## src/rtl/taxi_sfp_ctrl_pkg.sv

```systemverilog
// Shared types for the SFP+ cage manager: per-port state encoding and decode helpers.
package taxi_sfp_ctrl_pkg;

   localparam int STATE_W = 3;

   typedef enum logic [STATE_W-1:0] {
      ST_ABSENT  = 3'd0,
      ST_SETTLE  = 3'd1,
      ST_ENABLE  = 3'd2,
      ST_UP      = 3'd3,
      ST_FAULT   = 3'd4,
      ST_LOCKOUT = 3'd5
   } sfp_state_t;

   function automatic logic laser_on(sfp_state_t st);
      return (st == ST_ENABLE) || (st == ST_UP);
   endfunction

endpackage

```

## src/rtl/taxi_sfp_ctrl_port.sv

```systemverilog
// One SFP cage: pin synchronizers, presence debounce, laser sequencing and fault retry/lockout.
//
//  state   | meaning
//  ABSENT  | no module or port disabled; debounce presence
//  SETTLE  | module present, laser off, waiting for module init
//  ENABLE  | laser on, datapath still in reset
//  UP      | laser on, datapath released
//  FAULT   | tx_fault seen, laser off, waiting before retry
//  LOCKOUT | retries exhausted, waiting for software clear
module taxi_sfp_ctrl_port
   import taxi_sfp_ctrl_pkg::*;
#(
   parameter int TIMER_W   = 24,
   parameter int DEBOUNCE  = 16,
   parameter int T_INIT    = 1024,
   parameter int T_TXON    = 256,
   parameter int T_RETRY   = 512,
   parameter int RETRY_MAX = 3
) (
   input  logic                clk,
   input  logic                rst_n,
   input  logic                npres,
   input  logic                los,
   input  logic                tx_fault,
   input  logic                port_en,
   input  logic [1:0]          rate,
   input  logic                fault_clr,
   output logic                tx_disable,
   output logic [1:0]          rs,
   output logic                xcvr_rst,
   output logic                link_ok,
   output logic                fault_latched,
   output logic [STATE_W-1:0]  state_o
);

   localparam int DB_W = $clog2(DEBOUNCE + 1);
   localparam logic [DB_W-1:0]    DB_TC    = DB_W'(DEBOUNCE);
   localparam logic [TIMER_W-1:0] INIT_TC  = TIMER_W'(T_INIT - 1);
   localparam logic [TIMER_W-1:0] TXON_TC  = TIMER_W'(T_TXON - 1);
   localparam logic [TIMER_W-1:0] RETRY_TC = TIMER_W'(T_RETRY - 1);
   localparam logic [3:0]         RETRY_LIM = 4'(RETRY_MAX);

   // {tx_fault, los, npres}; reset to "absent, no light, no fault"
   logic [2:0] sync_q1, sync_q2;
   logic       present, los_s, fault_s, abort;

   sfp_state_t         state;
   logic [TIMER_W-1:0] timer;
   logic [DB_W-1:0]    db_cnt;
   logic [3:0]         retry_cnt;

   always_ff @(posedge clk or negedge rst_n) begin
      if (!rst_n) begin
         sync_q1 <= 3'b011;
         sync_q2 <= 3'b011;
      end else begin
         sync_q1 <= {tx_fault, los, npres};
         sync_q2 <= sync_q1;
      end
   end

   assign present = !sync_q2[0];
   assign los_s   = sync_q2[1];
   assign fault_s = sync_q2[2];
   assign abort   = !present || !port_en;

   always_ff @(posedge clk or negedge rst_n) begin
      if (!rst_n) begin
         state     <= ST_ABSENT;
         timer     <= '0;
         db_cnt    <= '0;
         retry_cnt <= '0;
         rs        <= 2'b00;
      end else begin
         if (state inside {ST_ABSENT, ST_SETTLE})
            rs <= rate;
         timer <= timer + 1'b1;
         if (state != ST_ABSENT)
            db_cnt <= '0;

         if (state != ST_ABSENT && abort) begin
            state <= ST_ABSENT;
            timer <= '0;
         end else begin
            case (state)
               ST_ABSENT: begin
                  retry_cnt <= '0;
                  timer     <= '0;
                  if (!(present && port_en)) begin
                     db_cnt <= '0;
                  end else if (db_cnt == DB_TC) begin
                     db_cnt <= '0;
                     state  <= ST_SETTLE;
                  end else begin
                     db_cnt <= db_cnt + 1'b1;
                  end
               end
               ST_SETTLE: begin
                  if (timer == INIT_TC) begin
                     state <= ST_ENABLE;
                     timer <= '0;
                  end
               end
               ST_ENABLE, ST_UP: begin
                  // fault outranks the ENABLE timer expiring on the same cycle
                  if (fault_s) begin
                     state     <= ST_FAULT;
                     timer     <= '0;
                     retry_cnt <= retry_cnt + 1'b1;
                  end else if (state == ST_ENABLE && timer == TXON_TC) begin
                     state <= ST_UP;
                     timer <= '0;
                  end
               end
               ST_FAULT: begin
                  if (timer == RETRY_TC) begin
                     state <= (retry_cnt == RETRY_LIM) ? ST_LOCKOUT : ST_ENABLE;
                     timer <= '0;
                  end
               end
               ST_LOCKOUT: begin
                  if (fault_clr) begin
                     state <= ST_ABSENT;
                     timer <= '0;
                  end
               end
               default: begin
                  state <= ST_ABSENT;
                  timer <= '0;
               end
            endcase
         end
      end
   end

   assign tx_disable    = !laser_on(state);
   assign xcvr_rst      = (state != ST_UP);
   assign link_ok       = (state == ST_UP) && !los_s;
   assign fault_latched = (state == ST_LOCKOUT);
   assign state_o       = state;

endmodule

```

## src/rtl/taxi_sfp_ctrl.sv

```systemverilog
// Board-level SFP+ cage manager: one independent sequencer per cage.
module taxi_sfp_ctrl
   import taxi_sfp_ctrl_pkg::*;
#(
   parameter int PORTS     = 2,
   parameter int TIMER_W   = 24,
   parameter int DEBOUNCE  = 16,
   parameter int T_INIT    = 1024,
   parameter int T_TXON    = 256,
   parameter int T_RETRY   = 512,
   parameter int RETRY_MAX = 3
) (
   input  logic                            clk,
   input  logic                            rst_n,
   input  logic [PORTS-1:0]                sfp_npres,
   input  logic [PORTS-1:0]                sfp_los,
   input  logic [PORTS-1:0]                sfp_tx_fault,
   output logic [PORTS-1:0]                sfp_tx_disable,
   output logic [PORTS-1:0][1:0]           sfp_rs,
   input  logic [PORTS-1:0]                cfg_port_en,
   input  logic [PORTS-1:0][1:0]           cfg_rate,
   input  logic [PORTS-1:0]                cfg_fault_clr,
   output logic [PORTS-1:0]                xcvr_rst,
   output logic [PORTS-1:0]                link_ok,
   output logic [PORTS-1:0]                fault_latched,
   output logic [PORTS-1:0][STATE_W-1:0]   state_o
);

   for (genvar i = 0; i < PORTS; i++) begin : g_port
      taxi_sfp_ctrl_port #(
         .TIMER_W   (TIMER_W),
         .DEBOUNCE  (DEBOUNCE),
         .T_INIT    (T_INIT),
         .T_TXON    (T_TXON),
         .T_RETRY   (T_RETRY),
         .RETRY_MAX (RETRY_MAX)
      ) u_port (
         .clk           (clk),
         .rst_n         (rst_n),
         .npres         (sfp_npres[i]),
         .los           (sfp_los[i]),
         .tx_fault      (sfp_tx_fault[i]),
         .port_en       (cfg_port_en[i]),
         .rate          (cfg_rate[i]),
         .fault_clr     (cfg_fault_clr[i]),
         .tx_disable    (sfp_tx_disable[i]),
         .rs            (sfp_rs[i]),
         .xcvr_rst      (xcvr_rst[i]),
         .link_ok       (link_ok[i]),
         .fault_latched (fault_latched[i]),
         .state_o       (state_o[i])
      );
   end

endmodule

```

## config.mk

```make
export PLATFORM = sky130hd
export DESIGN_NAME = taxi_sfp_ctrl
export DESIGN_NICKNAME = d
export VERILOG_FILES = /design/src/rtl/taxi_sfp_ctrl_pkg.sv /design/src/rtl/taxi_sfp_ctrl_port.sv /design/src/rtl/taxi_sfp_ctrl.sv
export SDC_FILE = /design/constraint.sdc
export NUM_CORES = 1
export LEC_CHECK = 0
export BUFFER_PORTS_ARGS = -buffer_cell sky130_fd_sc_hd__buf_2
export CAP_MARGIN = 20
export CORE_ASPECT_RATIO = 0.7
export CORE_MARGIN = 2
export CORE_UTILIZATION = 60
export CTS_CLUSTER_DIAMETER = 40
export CTS_CLUSTER_SIZE = 40
export DETAILED_ROUTE_END_ITERATION = 6
export PLACE_DENSITY = 0.81
export SYNTH_ARGS = -nofsm -noshare
export SYNTH_HDL_FRONTEND = slang
export SYNTH_SLANG_ARGS = --single-unit
```

## constraint.sdc

```tcl
create_clock -name clk -period 2.6 [get_ports clk]
set_input_delay 0.52 -clock clk [delete_from_list [all_inputs] [get_ports clk]]
set_output_delay 0.52 -clock clk [all_outputs]
set_load 0.05 [all_outputs]
```

After elaboration in Yosys (flattened, before gate mapping)
Cells that the tools add are included.
Word-level totals
  output and inout port bits: 18
  register bits after elaboration: 88
  logic and storage cells: 140
  input bits: 16
Cells by class
  mux-type cells: 48
  reductions and logical operators: 34
  $add $sub $neg: 6
  equality and inequality tests: 36
  bitwise gates (word level): 2
Operator list (number)
  24-bit 2-to-1 mux: 12
  24-bit case mux with 4 select lines: 2
  3-bit 2-to-1 mux: 18
  5-bit 2-to-1 mux: 10
  24-bit by 1-bit adder with 24-bit output (second input constant): 2
  24-bit by 10-bit equality test with 1-bit output (second input constant): 2
  24-bit by 8-bit equality test with 1-bit output (second input constant): 2
  24-bit by 9-bit equality test with 1-bit output (second input constant): 2
  3-bit case mux with 5 select lines: 2
  3-bit != test (second input constant): 8
  4-bit case mux with 2 select lines: 2
  3-bit by 2-bit equality test with 1-bit output (second input constant): 4
  3-bit equality test (second input constant): 4
  6-bit AND reduction: 2
  5-bit by 1-bit adder with 5-bit output (second input constant): 2
  5-bit equality test (second input constant): 2
  4-bit by 1-bit adder with 4-bit output (second input constant): 2
  4-bit by 2-bit equality test with 1-bit output (second input constant): 2
  1-bit logical AND: 8
  1-bit logical NOT: 8
  4-bit 2-to-1 mux: 2
  4-bit by 1-bit != test with 1-bit output (second input constant): 2
  2-bit nonzero test: 4
  3-bit by 1-bit equality test with 1-bit output (second input constant): 2
  other kinds (9): 20

Longest topological paths before layout
  depth in word-level cells: 6
  depth in mapped cells: 8
  mapped depth without buffers: 6

Cells and area by module
A second synthesis with hierarchy kept.
Unflattened totals
  cell total of the unflattened synthesis: 431
  area total of the unflattened synthesis: 4341.7 um^2
By module, submodules not included
  taxi_sfp_ctrl_port (g_port[0].u_port): cells an instance 216, area an instance 2203.4 um^2, instances 1, seq. area each 1106.1 um^2
  taxi_sfp_ctrl_port (g_port[1].u_port): cells an instance 215, area an instance 2138.3 um^2, instances 1, seq. area each 1106.1 um^2

Least setup slack after synthesis
OpenSTA, ideal clock, no wires.
  kind: register to register
  start: reg g_port[0].u_port.state[1]
  end: reg g_port[0].u_port.timer[14]
  buffers on the path: 2
  data required time: 2481 ps
  clock period less this slack: 2181 ps
  setup time: 119 ps
  cell stages (with the launch flop): 9
  path slack: 419 ps
  arrival time: 2062 ps
  cells stage by stage: dfrtp_1 -> buf_2 -> nor2b_4 -> inv_2 -> nor3_1 -> or4_4 -> a21oi_4 -> buf_6 -> nor2_1
On the way
  word-level cells in the longest chain between the ends: 6
  elaborated cells between the ends (all ways): 13
  classes of those cells: eq/ne (5); mux (4); reduce/logical (4)
RTL lines
  start: declaration: RTL line taxi_sfp_ctrl_port.sv:47  | sfp_state_t state;
  start signal: assignment: RTL line taxi_sfp_ctrl_port.sv:117  | state <= (retry_cnt == RETRY_LIM) ? ST_LOCKOUT : ST_ENABLE;
  3-bit by 2-bit equality test with 1-bit output: RTL line taxi_sfp_ctrl_port.sv:85, taxi_sfp_ctrl_port.sv:110
  1-bit logical AND: RTL line taxi_sfp_ctrl_port.sv:110  | end else if (state == ST_ENABLE && timer == TXON_TC) begin
  24-bit 2-to-1 mux: RTL line taxi_sfp_ctrl_port.sv:110
  24-bit 2-to-1 mux: RTL line taxi_sfp_ctrl_port.sv:106  | if (fault_s) begin
  24-bit case mux with 4 select lines: RTL line taxi_sfp_ctrl_port.sv:85  | case (state)
  24-bit 2-to-1 mux *: RTL line taxi_sfp_ctrl_port.sv:81  | if (state != ST_ABSENT && abort) begin
  end signal: assignment: RTL line taxi_sfp_ctrl_port.sv:77  | timer <= timer + 1'b1;
  end: declaration: RTL line taxi_sfp_ctrl_port.sv:48  | logic [TIMER_W-1:0] timer;
Every way passes the cells marked *; elsewhere a longest branch is shown, timed or not.
A chain may end at the register's enable or synchronous reset.

Final worst setup path
  start: reg g_port[1].u_port.state[1]
  end: out link_ok[1]
On the way
  word-level cells in the longest chain between the ends: 2
RTL lines
  start: declaration: RTL line taxi_sfp_ctrl_port.sv:47
  start signal: assignment: RTL line taxi_sfp_ctrl_port.sv:117
  3-bit by 2-bit equality test with 1-bit output: RTL line taxi_sfp_ctrl_port.sv:138  | assign link_ok = (state == ST_UP) && !los_s;
  1-bit logical AND: RTL line taxi_sfp_ctrl_port.sv:138
  end: declaration: RTL line taxi_sfp_ctrl.sv:24  | output logic [PORTS-1:0] link_ok,
No other way between the ends.

==> flow_metrics.env <==
export IMPL_crit_path_cell_trace="nor2b_1 > nand2_1 > nor2_1 > buf_2"
export IMPL_area_growth_pct=8.68
export IMPL_startpoint_type="flop"
export IMPL_grt_pass1_vias=3100
export IMPL_chipWidth_um=106
export IMPL_whs_ns=0.145
export IMPL_grtUsageTotal_pct=23.0
export IMPL_antenna_found_initial=0
export IMPL_p_total_uw=2400
export IMPL_setup_tns_ns=0
export IMPL_fin_skew_ns=0.00874
export IMPL_avgSynthCellArea_um2=9.92
export IMPL_crit_fanout=12
export IMPL_dr_pass1_iters=4
export IMPL_fmax_mhz=442
export IMPL_slowest_stage="dfrtp_1"
export IMPL_synthDistinctLibCells=55
export IMPL_ff2ff_path_depth=7
export IMPL_grt_use_met1_pct=31.9
export IMPL_vias_per_cell=5.55
export IMPL_antenna_left=0
export IMPL_slew_headroom_pct=44.5
export IMPL_use_met2_pct=35.4
export IMPL_grt_overflow_total=0
export IMPL_rsz0062_at_grt="no"
export IMPL_cts_resized=0
export IMPL_grt_first_pass_wirelength_mm=14.3
export IMPL_start_util_pct=61.1
export IMPL_tightest_slew_ns=0.825
export IMPL_port_buffers=33
export IMPL_grt_max_degree=47
export IMPL_cellPowerDensity_mw_per_mm2=503
export IMPL_synthesis_nets=467
export IMPL_p_clk_share_pct=35.6
export IMPL_numClockSinks=88
export IMPL_core_mm2=0.00719
export IMPL_globalplace_congestion=0.859
export IMPL_hpwl_mm=5.80
export IMPL_switching_share_pct=23.7
export IMPL_cts_root_buf="clkbuf_8"
export IMPL_routedWlPerCell_um=14.3
export IMPL_pwr_share_seq_pct=58.7
export IMPL_cts_tree="built"
export IMPL_status="complete, no violations"
export IMPL_clk_transition_reported_paths_ns=0.08
export IMPL_worstPathRequired_ns=2.08
export IMPL_num_vias=3183
export IMPL_yosysSeqAreaShare_pct=50.3
export IMPL_hp_class="input pin to asynchronous set/reset pin"
export IMPL_ys_ff_latch=88
export IMPL_drv_slew=0
export IMPL_p_sw_uw=569
export IMPL_cts_buffer_depth=2
export IMPL_routed_wirelength_mm=8.21
export IMPL_mostFrequentLayoutCell="nor2_1"
export IMPL_post_cts_buffers=0
export IMPL_rrSetupSlack_ns=0.38
export IMPL_hold_viol_final=0
export IMPL_combPwrFrac_pct=5.7
export IMPL_grt_use_met3_pct=7.27
export IMPL_cpPeakStageDelay_ns=0.55
export IMPL_setup_worst_path_class="flop to primary output"
export IMPL_r2r_start="g_port[0].u_port.timer[0]$_DFF_PN0_"
export IMPL_synthArstFlopShare_pct=100
export IMPL_antenna_cells=0
export IMPL_fin_crit_ns=2.26
export IMPL_drv_cap=0
export IMPL_dr_first_iter_drc_count=191
export IMPL_finalCritPeriodShare_pct=87.0
export IMPL_drive_above_1_share_pct=17.2
export IMPL_die_h_um=75.6
export IMPL_syn_instance_count=443
export IMPL_holdBufCountCts=0
export IMPL_final_fill_count=570
export IMPL_synthesis_area_mm2=0.00439
export IMPL_insertion_delay_ns=0.36
export IMPL_yosysWarnings=0
export IMPL_htree_levels=3
export IMPL_gr_max_usage_layer="met2"
export IMPL_fp_row_count=26
export IMPL_setup_viol=0
export IMPL_p_int_uw=1830
export IMPL_layout_nets=495
export IMPL_cts_buffers=9
export IMPL_end_kind="primary output"
export IMPL_drc_errors=0
export IMPL_critPathArrivalTime_ns=1.74
export IMPL_vdd_drop_max_uv=254
export IMPL_synth_ff_type="dfrtp_1"
export IMPL_timing_rr_end="g_port[0].u_port.timer[14]$_DFF_PN0_"
export IMPL_die_area_mm2=0.00804
export IMPL_total_leakage_power_uw=0.00197
export IMPL_layout_common_cells="nor2_1 (83), dfrtp_1 (80), buf_2 (32), xnor2_1 (28)"
export IMPL_synth_edff_count=0
export IMPL_io_pins=34
layer usage:
layer	vias to the layer above	routed length, µm
met5	-	0
met4	0	100
met3	10	372
met2	65	3790
met1	1543	3950
li1	1565	-
worst max-delay path, delay by kind of cell, from the launching register on:
| kind | cells | cell delay, ns |
|---|---|---|
| buf+inv | 1 | 0.26 |
| simple gates | 3 | 0.57 |
| flops | 1 | 0.55 |
final cells by class:
class | instances | area (µm²) | share of cell area, %
Clock inverter | 3 | 17.5 | 0.367
Timing Repair Buffer | 37 | 210 | 4.40
Tap cell | 98 | 123 | 2.57
Sequential cell | 88 | 2210 | 46.3
Clock buffer | 13 | 159 | 3.33
Inverter | 14 | 52.6 | 1.10
Multi-Input combinational cell | 321 | 2000 | 41.9
logic make-up after synthesis:
family / after synthesis / synth area share [%]
flip-flops: 88 / 50.3
buffers and inverters: 34 / 4.10
AO/OA/AOI/OAI: 35 / 5.95
AND/OR/NAND/NOR: 219 / 25.2
multiplexers: 8 / 1.99
XOR/XNOR: 51 / 10.2
adder cells (fa/ha/maj): 8 / 2.28
registers in the layout, indices dropped and copies added (netlist names):
| signal | count |
|---|---|
| g_port.u_port.timer | 48 |
| g_port.u_port.state_o | 6 |
| g_port.u_port.sync_q2 | 6 |
| g_port.u_port.sync_q1 | 6 |
| g_port.u_port.retry_cnt | 8 |
| g_port.u_port.rs | 4 |
| g_port.u_port.db_cnt | 10 |
metrics by stage:
stage	std cells	util [%]	setup slack, ns	instance area, µm²
finish	574	66.4	0.338	4780
global route	574	66.4	0.151	4780
CTS	574	66.4	0.293	4780
detailed placement	558	64.0	0.387	4600
global placement	558	64.0	0.498	4600
floorplan	443	-	0.419	4390
worst max-delay path by stage:
stage	slack [ns]	end	cells after the start	start
2_1_floorplan	0.42	g_port[0].u_port.timer[14]$_DFF_PN0_	8	g_port[0].u_port.state_o[1]$_DFFE_PN0P_
3_3_place_gp	0.50	g_port[0].u_port.timer[3]$_DFF_PN0_	7	g_port[0].u_port.timer[0]$_DFF_PN0_
3_5_place_dp	0.39	g_port[0].u_port.timer[14]$_DFF_PN0_	7	g_port[0].u_port.timer[0]$_DFF_PN0_
4_1_cts	0.29	link_ok[1]	4	g_port[1].u_port.state_o[1]$_DFFE_PN0P_
5_1_grt	0.15	link_ok[1]	4	g_port[1].u_port.state_o[1]$_DFFE_PN0P_
6_report	0.34	link_ok[1]	4	g_port[1].u_port.state_o[1]$_DFFE_PN0P_
cell usage after synthesis, types with 7 or more instances:
| master | count | area share [%] |
|---|---|---|
| a21oi_1 | 8 | 0.91 |
| and3_1 | 11 | 1.6 |
| buf_4 | 8 | 1.4 |
| dfrtp_1 | 80 | 46 |
| dfstp_2 | 8 | 4.8 |
| ha_1 | 8 | 2.3 |
| inv_1 | 13 | 1.1 |
| nand2_1 | 26 | 2.2 |
| nand2b_1 | 7 | 1.0 |
| nand3_1 | 26 | 3.0 |
| nand4_1 | 13 | 1.9 |
| nor2_1 | 83 | 7.1 |
| nor2b_1 | 7 | 1.0 |
| nor3_1 | 10 | 1.1 |
| nor4_1 | 11 | 1.6 |
| o21ai_0 | 9 | 1.0 |
| xnor2_1 | 28 | 5.6 |
| xor2_1 | 23 | 4.6 |
power groups by stage:
stage / Sequential, µW / Clock (µW) / Combinational (µW)
after floorplan: 1450 / 0 / 54.3
after global routing: 1410 / 931 / 154
after global placement: 1430 / 0 / 135
after detailed placement: 1440 / 0 / 139
final: 1410 / 854 / 137
after CTS: 1410 / 883 / 140
Note: power is estimated with default switching activity, not from simulation.
